$ cat config.mk
export PLATFORM = sky130hd
export DESIGN_NAME = mem_read_sequencer
export DESIGN_NICKNAME = d
export VERILOG_FILES = /design/src/rtl/mem_read_sequencer.sv
export SDC_FILE = /design/constraint.sdc
export NUM_CORES = 1
export LEC_CHECK = 0
export BUFFER_PORTS_ARGS = -buffer_cell sky130_fd_sc_hd__buf_2
export CAP_MARGIN = 40
export CELL_PAD_IN_SITES_DETAIL_PLACEMENT = 1
export CELL_PAD_IN_SITES_GLOBAL_PLACEMENT = 2
export CORE_MARGIN = 5
export CORE_UTILIZATION = 41
export DETAILED_ROUTE_END_ITERATION = 10
export PLACE_DENSITY = 0.71
export SYNTH_ARGS = -nofsm -noshare
export SYNTH_HDL_FRONTEND = slang
export SYNTH_SLANG_ARGS = --single-unit
$ cat constraint.sdc
create_clock -name clk -period 4.89 [get_ports clk]
set_input_delay 0.489 -clock clk [delete_from_list [all_inputs] [get_ports clk]]
set_output_delay 0.489 -clock clk [all_outputs]
set_load 0.01 [all_outputs]
$ cat src/rtl/mem_read_sequencer.sv
// Sequential 32-bit word reader feeding a show-ahead FIFO exposed as a valid/ready stream.
// Optional abort support is compiled in with `define MEM_READ_SEQ_ABORT_EN.
module mem_read_sequencer #(
  parameter int DATAWIDTH      = 32,
  parameter int FIFODEPTH      = 16,
  parameter int FIFODEPTH_LOG2 = 4,
  parameter int LENGTHWIDTH    = 24
) (
  input  logic                   clk,
  input  logic                   reset,
  input  logic                   start,
  input  logic [31:0]            start_addr,
  input  logic [LENGTHWIDTH-1:0] length,
  output logic                   busy,
  output logic                   done,
  output logic [31:0]            read_addr,
  output logic                   read,
  input  logic                   waitrequest,
  input  logic [31:0]            iData,
  output logic [DATAWIDTH-1:0]   stream_data,
  output logic                   stream_valid,
  input  logic                   stream_ready
`ifdef MEM_READ_SEQ_ABORT_EN
  ,
  input  logic                   abort,
  output logic                   aborted
`endif
);

  localparam int CW = FIFODEPTH_LOG2 + 1;
  localparam logic [CW-1:0]             DEPTH_CNT = CW'(FIFODEPTH);
  localparam logic [CW-1:0]             CNT_ONE   = CW'(1);
  localparam logic [FIFODEPTH_LOG2-1:0] PTR_ONE   = FIFODEPTH_LOG2'(1);
  localparam logic [LENGTHWIDTH-1:0]    LEN_ONE   = LENGTHWIDTH'(1);
  localparam logic [31:0]               ADDR_STEP = 32'd4;

`ifdef MEM_READ_SEQ_ABORT_EN
  typedef enum logic [1:0] {S_IDLE, S_READ, S_DRAIN, S_ABORT} state_t;
`else
  typedef enum logic [1:0] {S_IDLE, S_READ, S_DRAIN} state_t;
`endif

  state_t                    state;
  logic [LENGTHWIDTH-1:0]    remaining;
  logic [CW-1:0]             count;
  logic [CW-1:0]             count_next;
  logic [FIFODEPTH_LOG2-1:0] wr_ptr;
  logic [FIFODEPTH_LOG2-1:0] rd_ptr;
  logic [DATAWIDTH-1:0]      mem [FIFODEPTH];
  logic                      accept;
  logic                      push;
  logic                      pop;

  assign accept       = read && !waitrequest;
  assign stream_valid = (count != '0);
  assign pop          = stream_valid && stream_ready;
  assign stream_data  = stream_valid ? mem[rd_ptr] : '0;

  always_comb begin
    push = accept && (state == S_READ);
`ifdef MEM_READ_SEQ_ABORT_EN
    if (abort) push = 1'b0;
`endif
    count_next = count;
    if (push && !pop)
      count_next = count + CNT_ONE;
    else if (!push && pop)
      count_next = count - CNT_ONE;
  end

  always_ff @(posedge clk) begin
    if (push) mem[wr_ptr] <= iData;
  end

  always_ff @(posedge clk) begin
    if (!reset) begin
      state     <= S_IDLE;
      busy      <= 1'b0;
      done      <= 1'b0;
      read      <= 1'b0;
      read_addr <= '0;
      remaining <= '0;
      count     <= '0;
      wr_ptr    <= '0;
      rd_ptr    <= '0;
`ifdef MEM_READ_SEQ_ABORT_EN
      aborted   <= 1'b0;
`endif
    end else begin
      done  <= 1'b0;
`ifdef MEM_READ_SEQ_ABORT_EN
      aborted <= 1'b0;
`endif
      count <= count_next;
      if (push) wr_ptr <= wr_ptr + PTR_ONE;
      if (pop)  rd_ptr <= rd_ptr + PTR_ONE;

      case (state)
        S_IDLE: begin
          if (start) begin
            if (length != '0) begin
              state     <= S_READ;
              busy      <= 1'b1;
              read      <= 1'b1;
              read_addr <= start_addr & ~32'h3;
              remaining <= length;
            end else begin
              done <= 1'b1;
            end
          end
        end

        S_READ: begin
`ifdef MEM_READ_SEQ_ABORT_EN
          // A stalled request must stay asserted until accepted; its word is dropped.
          if (abort) begin
            state  <= S_ABORT;
            read   <= read && waitrequest;
            count  <= '0;
            wr_ptr <= '0;
            rd_ptr <= '0;
          end else
`endif
          if (accept) begin
            read_addr <= read_addr + ADDR_STEP;
            remaining <= remaining - LEN_ONE;
            if (remaining == LEN_ONE) begin
              state <= S_DRAIN;
              read  <= 1'b0;
            end else begin
              read <= (count_next < DEPTH_CNT);
            end
          end else begin
            read <= (count_next < DEPTH_CNT);
          end
        end

        S_DRAIN: begin
`ifdef MEM_READ_SEQ_ABORT_EN
          if (abort) begin
            state  <= S_ABORT;
            read   <= 1'b0;
            count  <= '0;
            wr_ptr <= '0;
            rd_ptr <= '0;
          end else
`endif
          if (count_next == '0) begin
            done  <= 1'b1;
            busy  <= 1'b0;
            state <= S_IDLE;
          end
        end

`ifdef MEM_READ_SEQ_ABORT_EN
        S_ABORT: begin
          if (!read || !waitrequest) begin
            read    <= 1'b0;
            aborted <= 1'b1;
            busy    <= 1'b0;
            state   <= S_IDLE;
          end
        end
`endif

        default: state <= S_IDLE;
      endcase
    end
  end

endmodule

* Yosys cells after proc, flatten, opt, wreduce, memory -nomap -nowiden
Memories as Yosys holds them, arrays and structs flattened. A register that Yosys moved wholly into a read port is not among the register bits.
Index checks and enable logic that the tools add are counted.
** Operators by class
- Bitwise operators :: 0
- Multiply operators :: 0
- Magnitude comparators :: 1
- Shift operators :: 0
- Equality and inequality tests :: 8
- Div/mod/pow operators :: 0
- Mux-type cells :: 32
- Reduce and logical (&&, ||, !) cells :: 18
- Add/subtract/negate cells :: 6
** Operators by type and width (number)
- 32-bit two-way mux :: 4
- 24-bit two-way mux :: 3
- 32-bit case mux with 2 select lines :: 1
- 24-bit case mux with 2 select lines :: 1
- 32-bit by 3-bit adder with 32-bit output, second input constant :: 1
- 24-bit by 1-bit equality test with 1-bit output, second input constant :: 1
- 24-bit nonzero test :: 1
- 24-bit by 1-bit subtractor with 24-bit output, second input constant :: 1
- 1-bit two-way mux :: 10
- 2-bit two-way mux :: 5
- 5-bit two-way mux :: 2
- 4-bit by 1-bit adder with 4-bit output, second input constant :: 2
- 4-bit two-way mux :: 2
- 2-bit inequality test, second input constant :: 4
- 4-bit AND reduction :: 2
- 1-bit case mux with 2 select lines :: 3
- 2-bit case mux with 3 select lines :: 1
- 5-bit by 1-bit adder with 5-bit output, second input constant :: 1
- 1-bit logical AND :: 5
- 5-bit zero test :: 1
- 5-bit less-than comparator, second input constant :: 1
- 5-bit AND reduction :: 1
- 5-bit nonzero test :: 1
- 5-bit by 1-bit subtractor with 5-bit output, second input constant :: 1
- 7 further kinds :: 10
** Storage, ports and cells
- Output and inout bits :: 68
- ROM bits :: 0
- Memories kept :: 1
- RAM bits :: 512
- Word-level logic and storage cells :: 75
- Register bits :: 74
- Bits in latches :: 0
** Memories
- mem :: depth 16, bits a word 32, rd ports 1, clocked after Yosys merged registers in 1, wr ports 1, RTL line 49 : logic [DATAWIDTH-1:0] mem [FIFODEPTH];

* Logic depth before layout (Yosys ltp)
- Depth after elaboration :: 11
- Mapped depth :: 9
- Gate-level depth less buffers :: 9

* Worst setup path after synthesis
OpenSTA, ideal clock, no wires.
- Kind :: input-to-reg
- Start point :: input port waitrequest
- End point :: memory mem[3][0] (enable)
- Buffers on the path :: 1
- Data arrival time :: 3497 ps
- Setup time :: 461 ps
- Stages :: 4
- Path slack :: 932 ps
- Cells stage by stage :: and4bb_1 > buf_1 > nand2_1 > nor3_1
** On the way
- Longest elaborated chain between the ends :: 5
** Ends and longest elaborated chain
- from (decl) :: RTL line 18 : input logic waitrequest,
- 1-bit zero test :: RTL line 54 : assign accept = read && !waitrequest;
- 1-bit logical AND :: RTL line 54
- 1-bit logical AND :: RTL line 60 : push = accept && (state == S_READ);
- 1-bit two-way mux :: RTL line 72 : if (push) mem[wr_ptr] <= iData;
- 1-bit two-way mux (implied by the code) :: RTL line 72
- to (decl) :: RTL line 49
No other way between the ends.

==> results.json <==
{
  "async_reset_ff_frac": 0,
  "synth_edf_count": 512,
  "tightest_slew_ns": 0.8811,
  "powerDensity_nw_per_um2": 452.7,
  "syn_inst": 1385,
  "first_pass_iters": 5,
  "rows": 88,
  "period_minus_slack_ns": 3.679,
  "cts_tree": "done",
  "nNetsFinal": 1670,
  "grt_overflow": 0,
  "synthSimpleGateAreaFrac": 0.06793,
  "cp.arrival_ns": 3.19,
  "tns_ns": 0,
  "yosys_warnings": 0,
  "slowest_delay_ns": 0.78,
  "synth.ff_latch_count": 588,
  "dieArea_um2": 63380,
  "setup_viol": 0,
  "synth_commonest_cells": "512 x edfxtp_1, 160 x mux4_2, 91 x nand2_1",
  "fin_area_um2": 27840,
  "cts_resized": 0,
  "fmax_ghz": 0.2718,
  "hold_class": "input port to register",
  "dpl_cell_area_um2": 25890,
  "hold_depth": 3,
  "track_usage": 0.1929,
  "finalCritPeriodShare": 0.7523,
  "reg2reg_depth": 4,
  "critPathLaunchType": "register",
  "cp-end-kind": "output pin",
  "synth_area_um2": 23960,
  "numCtsBuffers": 61,
  "status": "complete, no violations",
  "r2r_slack_ns": 1.77,
  "synthMuxAreaShare": 0.1512,
  "synth-xor-area-share": 0.002924,
  "min_from": "start_addr[2]",
  "holdBufCountCts": 0,
  "synth_most_common_cell": "edfxtp_1",
  "reg2reg_to": "mem[8][5]",
  "relSlewSlack": 0.4112,
  "clk_transition_reported_paths_ns": 0.06,
  "grt_max_degree": 85,
  "vias": 13530,
  "cp.required_ns": 4.40,
  "dp_hpwl_um": 36740,
  "cpMostUsedCell": "mux4_2",
  "drv_cap": 0,
  "drtAntennaViolNets": 0,
  "synth_top_area_cell": "edfxtp_1",
  "antenna_found_initial": 3,
  "path_class": "register to output pin",
  "cts.path.max_buffers": 3,
  "yosysTopAreaCellShare": 0.6416,
  "ios": 161,
  "synth_flop_cell": "edfxtp_1",
  "post_drt_via_cell_ratio": 5.682,
  "drc": 0,
  "skew_ns": 0.01026,
  "first_global_vias": 14630,
  "h-tree-depth": 2,
  "ys_seq_area_frac": 0.7051,
  "routed_wl_um": 61040,
  "synthAdderAreaFrac": 0.005221,
  "p_leak_nw": 9.020,
  "die_y_um": 251.8,
  "crit_buf_inv": 2,
  "insertion_delay_ns": 0.62,
  "yosysUniqueCellTypes": 63,
  "gp_congestion": 0.7741,
  "cp.depth": 5,
  "io_buffers": 156,
  "die_x_um": 251.8,
  "synth_top_family_by_area": "multiplexers",
  "cts_setup_buffers": 0,
  "drt-initial-drc-count": 1052,
  "timing_hold_violations_final": 0,
  "netlist_top_cells_area": "edfxtp_1 64%, mux4_2 15%, dfxtp_1 6.3%",
  "core_area_um2": 57810,
  "critical_path.top_delay_family": "multiplexers",
  "drt-wirelength-per-cell_um": 25.62,
  "crit_path_max_fanout": 38,
  "min_to": "read_addr[2]",
  "r2r-start": "state[0]",
  "synth_compound_area_frac": 0.04939,
  "start_util": 0.4145,
  "critical-path-slowest-cell": "dfxtp_4",
  "syn_avg_cell_area_um2": 17.30,
  "cp_cell_sequence": "buf_4 > mux4_2 > mux4_2 > and2_1 > buf_2",
  "ir_worst_vdd_uv": 296.8,
  "rsz0062_at_grt": "false",
  "grt_pass1_wl_um": 93640,
  "final-max-slew-violation-count": 0,
  "clock-sinks": 588,
  "root_buffer": "clkbuf_16",
  "drive_gt1_frac": 0.2976,
  "area_growth_pct": 16.20
}
per-layer routing:
metal  vias to the layer above  global-route usage  share of wire
met5                         -                   0              0
met2                       338              0.3264           0.50
li1                       5952                   -              -
met3                        65             0.03062          0.047
met4                         0             0.04132          0.016
met1                      7179              0.2680           0.44
registers in the layout, indices dropped and copies added (netlist names), named ones only:
signal and cells:
rd_ptr 4, count 5, wr_ptr 4, read_addr 30, remaining 24, busy 1, read 1, mem 512
state 2, done 1
cell type report:
class / count / area [um2]
repair buffers: 202 / 1207
clock buffers: 72 / 1589
fillers: 5477 / 29960
well taps: 765 / 957.2
inverters: 17 / 63.81
clock inverters: 40 / 360.3
multi-input cells: 697 / 6758
diodes: 1 / 2.502
flip-flops and latches: 588 / 16910
cells by family after synthesis:
| logic type | count (synthesis) |
|---|---|
| other cells | 1 |
| mux | 162 |
| flops | 588 |
| fa+ha+maj | 10 |
| buf+inv | 101 |
| simple gates | 322 |
| compound gates | 193 |
| xor+xnor | 8 |
how the worst max path moves through the flow:
stage                startpoint         endpoint
global route           register  stream_data[27]
CTS                    register  stream_data[27]
detailed placement  waitrequest        mem[8][5]
global placement    waitrequest        mem[8][5]
floorplan           waitrequest        mem[3][0]
finish                 register  stream_data[27]
power by group:
group / leakage [nW] / internal (mW) / switching [mW] / total (mW)
clock network: 0.940 / 2.59 / 1.94 / 4.53
registers: 5.23 / 5.52 / 0.121 / 5.64
logic: 2.85 / 1.17 / 1.26 / 2.43
cells in the final DEF (no fill, tap or decap), types with 10 or more instances in the layout:
cell	count
ha_1	10
buf_4	40
nand3_1	22
dfxtp_1	72
a31oi_1	12
a21oi_1	62
nor3_1	20
clkbuf_1	10
clkbuf_16	62
o21ai_0	57
edfxtp_1	512
buf_2	156
nor2_4	14
nand2_1	91
nor2_1	63
nor4_1	18
clkinv_1	16
and2_1	38
inv_1	16
and3_1	10
mux4_2	160
stage by stage:
step | power, mW | hold WS [ns] | setup WS (ns) | std cells | util
5_1_grt | 13.17 | 0.1329 | 1.085 | 2381 | 0.4816
6_report | 12.60 | 0.1266 | 1.211 | 2382 | 0.4817
2_1_floorplan | 7.406 | 0.4493 | 0.9320 | 1386 | -
3_5_place_dp | 8.238 | 0.4801 | 1.592 | 2269 | 0.4479
4_1_cts | 12.78 | 0.09528 | 1.143 | 2381 | 0.4816
3_3_place_gp | 8.192 | 0.4637 | 1.619 | 2266 | 0.4468
worst min-delay path, delay by kind of cell:
family	cells	cell delay [ns]
AOI/OAI and AO/OA	1	0.06
buffers and inverters	1	0.10
and+or+nand+nor	1	0.06
Note: power is estimated with default switching activity, not from simulation.
